$ cat src/rtl/eth_mii_tx_framer.sv
// eth_mii_tx_framer: MII nibble transmitter that wraps a byte stream with preamble/SFD,
// zero padding to a minimum length, CRC-32 FCS and an enforced inter-frame gap.
module eth_mii_tx_framer #(
    parameter int MIN_BYTES   = 60,
    parameter int IFG_NIBBLES = 24
) (
    input  logic       Clk,
    input  logic       Rst_n,
    input  logic [7:0] s_data,
    input  logic       s_valid,
    input  logic       s_last,
    output logic       s_ready,
    output logic [3:0] mii_txd,
    output logic       mii_tx_en,
    output logic       busy,
    output logic       frame_done,
    output logic       underrun
);
    typedef enum logic [3:0] {IDLE, PREAMBLE, SFD, DATA_LO, DATA_HI, PAD_LO, PAD_HI, FCS, IFG} state_t;
    state_t      state_q;
    logic [7:0]  byte_q;
    logic        last_q;
    logic [15:0] count_q;
    logic [15:0] cnt_q;
    logic [31:0] crc_q;
    logic [31:0] fcs;
    logic        pad_needed;

    // Reflected CRC-32 advanced by one wire nibble (bit 0 first).
    function automatic logic [31:0] crc_nib(input logic [31:0] c, input logic [3:0] n);
        logic [31:0] r;
        r = c ^ {28'd0, n};
        for (int i = 0; i < 4; i++) r = r[0] ? (r >> 1) ^ 32'hEDB88320 : r >> 1;
        return r;
    endfunction

    assign fcs        = ~crc_q;
    assign pad_needed = int'(count_q) < MIN_BYTES;

    // state_q names what the registered outputs are driving in the current cycle.
    always_ff @(posedge Clk) begin
        if (!Rst_n) begin
            state_q    <= IDLE;
            byte_q     <= '0;
            last_q     <= 1'b0;
            count_q    <= '0;
            cnt_q      <= '0;
            crc_q      <= '1;
            s_ready    <= 1'b0;
            mii_txd    <= '0;
            mii_tx_en  <= 1'b0;
            busy       <= 1'b0;
            frame_done <= 1'b0;
            underrun   <= 1'b0;
        end else begin
            frame_done <= 1'b0;
            underrun   <= 1'b0;
            case (state_q)
                IDLE: if (s_valid) begin
                    state_q   <= PREAMBLE;
                    cnt_q     <= 16'd1;
                    count_q   <= '0;
                    crc_q     <= '1;
                    mii_tx_en <= 1'b1;
                    mii_txd   <= 4'h5;
                    busy      <= 1'b1;
                end
                PREAMBLE: if (cnt_q == 16'd15) begin
                    state_q <= SFD;
                    mii_txd <= 4'hD;
                    s_ready <= 1'b1;
                end else begin
                    cnt_q <= cnt_q + 16'd1;
                end
                SFD, DATA_HI, PAD_HI: if (s_ready && s_valid) begin
                    state_q <= DATA_LO;
                    byte_q  <= s_data;
                    last_q  <= s_last;
                    count_q <= count_q + {15'd0, ~&count_q};
                    mii_txd <= s_data[3:0];
                    crc_q   <= crc_nib(crc_q, s_data[3:0]);
                    s_ready <= 1'b0;
                end else if (s_ready) begin
                    state_q   <= IFG;
                    cnt_q     <= 16'd1;
                    mii_tx_en <= 1'b0;
                    mii_txd   <= '0;
                    s_ready   <= 1'b0;
                    underrun  <= 1'b1;
                end else if (pad_needed) begin
                    state_q <= PAD_LO;
                    count_q <= count_q + 16'd1;
                    mii_txd <= '0;
                    crc_q   <= crc_nib(crc_q, 4'h0);
                end else begin
                    state_q <= FCS;
                    cnt_q   <= '0;
                    mii_txd <= fcs[3:0];
                end
                DATA_LO: begin
                    state_q <= DATA_HI;
                    mii_txd <= byte_q[7:4];
                    crc_q   <= crc_nib(crc_q, byte_q[7:4]);
                    s_ready <= !last_q;
                end
                PAD_LO: begin
                    state_q <= PAD_HI;
                    mii_txd <= '0;
                    crc_q   <= crc_nib(crc_q, 4'h0);
                end
                FCS: if (cnt_q == 16'd7) begin
                    state_q    <= IFG;
                    cnt_q      <= 16'd1;
                    mii_tx_en  <= 1'b0;
                    mii_txd    <= '0;
                    frame_done <= 1'b1;
                end else begin
                    cnt_q   <= cnt_q + 16'd1;
                    mii_txd <= fcs[{cnt_q[2:0] + 3'd1, 2'b00} +: 4];
                end
                IFG: if (int'(cnt_q) >= IFG_NIBBLES) begin
                    state_q <= IDLE;
                    busy    <= 1'b0;
                end else begin
                    cnt_q <= cnt_q + 16'd1;
                end
                default: state_q <= IDLE;
            endcase
        end
    end
endmodule
$ cat config.mk
export PLATFORM = sky130hd
export DESIGN_NAME = eth_mii_tx_framer
export DESIGN_NICKNAME = d
export VERILOG_FILES = /design/src/rtl/eth_mii_tx_framer.sv
export SDC_FILE = /design/constraint.sdc
export NUM_CORES = 1
export LEC_CHECK = 0
export CAP_MARGIN = 30
export CORE_MARGIN = 3
export CORE_UTILIZATION = 56
export DETAILED_ROUTE_END_ITERATION = 8
export PLACE_DENSITY = 0.83
export SLEW_MARGIN = 20
export SYNTH_ARGS = -nofsm -noshare
export SYNTH_HDL_FRONTEND = slang
export SYNTH_SLANG_ARGS = --single-unit
$ cat constraint.sdc
create_clock -name Clk -period 2.6 [get_ports Clk]
set_input_delay 0.26 -clock Clk [delete_from_list [all_inputs] [get_ports Clk]]
set_output_delay 0.26 -clock Clk [all_outputs]
set_load 0.01 [all_outputs]
# Word level (Yosys, flattened, before mapping)
# Index checks and enable logic that the tools add are counted.
# word_totals
reg_bits	86
elab_cells	137
in_bits	12
# op_classes
n_bitwise	17
shifts	1
eq_ne	21
n_mux	56
magnitude_cmp	2
n_reduce_logical	24
addsub	4
# ops
operator	n
$mux W32	16
$mux W16	11
$not A13 Y14	12
$pmux W32 S4	1
$pmux W16 S5	1
$xor A32 B4 Y32	2
$mux W4	12
$add A16 B1 Y16 const B	2
$not A32 Y32	1
$pmux W16 S2	1
$shiftx A32 B6 Y4	1
$pmux W4 S7	1
$pmux W4 S6	1
$add A16 B1 Y16	1
$eq A16 B3 Y1 const B	1
$eq A16 B4 Y1 const B	1
$eq A4 B3 Y1 const B	4
$ge A16 B5 Y1 const B	1
$lt A16 B6 Y1 const B	1
$ne A2 B2 Y1 const B	8
$reduce_and A16 Y1	1
$reduce_and A4 Y1	3
$ne A3 B3 Y1 const B	3
$eq A4 B2 Y1 const B	2
other kinds (21)	37

# Longest topological paths before layout
# logic_depth
depth_word	12
depth_mapped	12

# Least setup slack after synthesis
# OpenSTA, ideal clock, no wires.
# synth_timing
kind	register to register
startpoint	register cnt_q[0]
endpoint	register mii_txd[3]
slack_ns	-0.057
path_stages_with_launch	10
path_buffers	2
period_less_slack_ns	2.657
t_required_ns	2.530
arrival_time_ns	2.587
path_cell_list	dfxtp_1 > buf_1 > inv_1 > ha_1 > clkbuf_1 > mux4_2 > mux2_2 > o21ai_0 > a31oi_1 > a21oi_1
# synth_between
elab_chain_len	4
word_cells_on_any_way	8
cone_classes	add/sub: 1; eq/ne: 3; shift: 1; mux: 2; reduce/logical: 1
# synth_lines
item	line_no	source
from (decl)	24	logic [15:0] cnt_q;
from (signal assigned)	73	cnt_q <= cnt_q + 16'd1;
from (signal assigned)	118	cnt_q <= cnt_q + 16'd1;
from (signal assigned)	125	cnt_q <= cnt_q + 16'd1;
$add A3 B1 Y3	119	mii_txd <= fcs[{cnt_q[2:0] + 3'd1, 2'b00} +: 4];
$shiftx A32 B6 Y4	119	
$mux W4	111	FCS: if (cnt_q == 16'd7) begin
$pmux W4 S6	58	case (state_q)
to (signal assigned)	80	mii_txd <= s_data[3:0];
to (signal assigned)	102	mii_txd <= byte_q[7:4];
to (signal assigned)	119	
to (decl)	13	output logic [3:0] mii_txd,
# Parallel ways exist; a longest one is shown, timed or not.
# A chain may end at the register's enable or synchronous reset.

# Worst setup path after layout
# layout_timing
startpoint	register count_q[2]
endpoint	register count_q[12]
# layout_between
elab_chain_len	5
word_cells_on_any_way	11
cone_classes	add/sub: 2; order compare: 1; eq/ne: 1; mux: 4; reduce/logical: 3
# layout_lines
item	line_no	source
from (decl)	23	logic [15:0] count_q;
from (signal assigned)	79	count_q <= count_q + {15'd0, ~&count_q};
from (signal assigned)	92	count_q <= count_q + 16'd1;
$reduce_and A16 Y1 / $add A16 B1 Y16 (equally long branches)	79, 92	
$logic_not A1 Y1 / $mux W16 (equally long branches)	79, 90	
$add A16 B1 Y16 / $mux W16 (equally long branches)	79, 83	
$mux W16	75	SFD, DATA_HI, PAD_HI: if (s_ready && s_valid) begin
$pmux W16 S2	58	
# Parallel ways exist; a longest one is shown, timed or not. The select of a mux whose other input is x is not followed.

==> impl_metrics.env <==
export IMPL_synthMuxAreaShare_pct=5.18
export IMPL_wl_per_cell_um=19.9
export IMPL_min_period_over_period_pct=94.9
export IMPL_clock_latency_ns=0.37
export IMPL_final_hold_viol_count=0
export IMPL_vias_per_cell=6.74
export IMPL_ant_nets=0
export IMPL_setup_viol=0
export IMPL_totalWireLength_um=17200
export IMPL_clock_skew_ns=0.0246
export IMPL_grt_pass1_wl_um=27600
export IMPL_die_area_um2=11300
export IMPL_critPathLaunchType="flip-flop"
export IMPL_p_total_w=0.00520
export IMPL_synth_top_family_by_area="compound AO/OA/AOI/OAI gates"
export IMPL_synth_edf_count=0
export IMPL_coreArea_um2=9500
export IMPL_critPathKind="flip-flop to flip-flop"
export IMPL_hold_class="input port to flip-flop"
export IMPL_yosys_area_top_type="dfxtp_1"
export IMPL_reg2regPathDepth=10
export IMPL_layout_min_cycle_time_ns=2.47
export IMPL_dp_worst_setup_slack_ns=0.0169
export IMPL_synthToLayoutAreaGrowth_pct=13.6
export IMPL_place_area_um2=6170
export IMPL_port_buffers=20
export IMPL_async_reset_ff_share_pct=0
export IMPL_synth_cell_types=84
export IMPL_fillers=799
export IMPL_regToRegStartpoint="count_q[2]$_SDFFE_PN0P_"
export IMPL_multiInputGateArea_um2=3770
export IMPL_fin_cells=860
export IMPL_crit_required_ns=2.83
export IMPL_grt_antenna_before_repair=0
export IMPL_rows=35
export IMPL_synth_cells=689
export IMPL_synthTopCellsByArea="dfxtp_1, a21oi_1, xnor2_1"
export IMPL_yosysWarnings=0
export IMPL_die_h_um=106
export IMPL_synth_nets=705
export IMPL_final_nets=742
export IMPL_synth_top_area_share_pct=29.1
export IMPL_slew_headroom_pct=48.7
export IMPL_overflow=0
export IMPL_slew_violations=0
export IMPL_worstMarginPinSlew_ns=0.769
export IMPL_post_dp_hpwl_um=12100
export IMPL_drt_pass1_iter_count=5
export IMPL_dieWidth_um=106
export IMPL_synthAdderAreaFrac_pct=0.888
export IMPL_cts_sinks=82
export IMPL_gp_congestion=0.948
export IMPL_clk_transition_reported_paths_ns=0.08
export IMPL_clock_path_buffers=2
export IMPL_ys_seq_elements=82
export IMPL_worstPathArrival_ns=2.70
export IMPL_status="completed"
export IMPL_rr_endpoint="count_q[12]$_SDFFE_PN0P_"
export IMPL_dp_cells=842
export IMPL_ff_latch_area_um2=1650
export IMPL_cts_tree="done"
export IMPL_synthFlopType="dfxtp_1"
export IMPL_cts_root_buf="clkbuf_8"
export IMPL_postLayoutCoreUtil_pct=67.3
export IMPL_drv_cap=0
export IMPL_p_leak_nw=2.16
export IMPL_layout_commonest_cell="dfxtp_1"
export IMPL_synth_seq_area_share_pct=29.1
export IMPL_remaining_drc_errors=0
export IMPL_design_area_um2=6400
export IMPL_grt_max_degree=37
export IMPL_worst_slack_ns=0.132
export IMPL_ios=21
export IMPL_r2r_slack_ns=0.13
export IMPL_fmax_mhz=405
export IMPL_syn_avg_cell_area_um2=8.18
export IMPL_drt_iter0_drc=845
export IMPL_endpoint_kind="flip-flop"
export IMPL_netlist_area_um2=5630
export IMPL_num_antenna_cells=0
export IMPL_drive_gt1_share_pct=14.9
export IMPL_endpoint="count_q[12]$_SDFFE_PN0P_"
export IMPL_critPathLaunch="count_q[2]$_SDFFE_PN0P_"
export IMPL_synthSimpleGateAreaFrac_pct=22.5
export IMPL_cts_hold_fix_buffers=0
export IMPL_synth_compound_area_share_pct=24.3
export IMPL_grt_usage_pct=30.4
export IMPL_peakVddDrop_v=0.000432
export IMPL_cts_buffers=9
export IMPL_crit_fanout=6
export IMPL_vias=5797
export IMPL_final_cell_mix="dfxtp_1, a21oi_1, nor2_1, nand2_1, buf_4"
export IMPL_synthXorXnorAreaFrac_pct=13.4
export IMPL_power_density_nw_per_um2=812
export IMPL_grt_pass1_vias=5512
export IMPL_htree_levels=3
export IMPL_start_util_pct=59.3
## worst min-delay path by stage
stage / from / endpoint / slack [ns] / cells past startpoint
after global placement: last_q$_SDFFE_PN0P_ / last_q$_SDFFE_PN0P_ / 0.45 / 2
after global routing: s_data[7] / byte_q[7]$_SDFFE_PN0P_ / 0.46 / 3
after detailed placement: last_q$_SDFFE_PN0P_ / last_q$_SDFFE_PN0P_ / 0.48 / 2
final: s_data[7] / byte_q[7]$_SDFFE_PN0P_ / 0.45 / 3
after CTS: s_data[5] / byte_q[5]$_SDFFE_PN0P_ / 0.44 / 3
after floorplan: s_last / last_q$_SDFFE_PN0P_ / 0.40 / 2
## per-stage QoR
| step | hold slack (ns) | setup TNS [ns] |
|---|---|---|
| after global placement | 0.451 | 0 |
| after global routing | 0.465 | -0.140 |
| after detailed placement | 0.476 | 0 |
| final | 0.454 | 0 |
| after CTS | 0.443 | 0 |
| after floorplan | 0.396 | 0 |
## cells by family after synthesis
| group | after synthesis |
|---|---|
| and+or+nand+nor | 246 |
| AOI/OAI and AO/OA | 204 |
| buffers and inverters | 58 |
| DFF | 82 |
| muxes | 19 |
| adders and majority gates | 4 |
| xor gates and xnor gates | 76 |
## cell type report
type,instances,area share (%)
Multi-Input combinational cell,549,59.0
Sequential cell,82,25.7
Timing Repair Buffer,73,9.54
Tap cell,129,2.52
Clock buffer,14,2.39
Inverter,11,0.645
Clock inverter,2,0.196
## report_power, final
part	switching (W)	internal, W	total, W
sequential	0.000186	0.00140	0.00159
combinational	0.00163	0.00112	0.00276
clock	0.000476	0.000374	0.000850
## sequential cells by signal, summed over array words and instances, names as in the netlist, 4 cells and up
register and cells:
crc_q 32, cnt_q 16, count_q 16, byte_q 4
mii_txd 4, state_q 4
## what timing repair did
action                                 in CTS  in global routing
endpoints found under the hold margin       0                  0
pin swaps                                   0                  4
setup buffers                               1                  1
resized for setup                           0                 13
setup endpoints to repair                   2                 16
## cells in the mapped netlist (5+ instances only)
library cell,n
dfxtp_1,82
a21oi_1,75
nor2_1,66
nand2_1,58
o21ai_0,36
xnor2_1,35
xor2_1,35
clkbuf_1,22
nand3_1,22
buf_2,17
or3_1,16
nor3_1,15
and2_1,11
inv_1,10
mux2i_1,10
o211ai_1,9
a2bb2oi_1,8
mux4_2,8
or4_1,8
and3_1,7
nand2b_1,7
nand4_1,7
o21ai_1,7
o31ai_1,7
a211oi_1,6
a2111oi_2,5
a31oi_1,5
nor4_1,5
o22ai_1,5
o32a_1,5
## per-layer routing
layer  global-route usage (%)  share of wire [%]
met2                     48.2                 45
met5                        0                  0
met1                     40.0                 39
met3                     6.98                 11
met4                     12.0                3.8
## worst max-delay path, cell delays in order (launching register included)
cell and delay, ns:
dfxtp_1 0.36, and4_4 0.24, nand3_2 0.12, nor2_4 0.12, nand3_2 0.10, or4_4 0.54, ha_1 0.22, ha_2 0.22
nand4_1 0.21, or3_1 0.14, a21oi_1 0.06
Note: power is estimated with default switching activity, not from simulation.
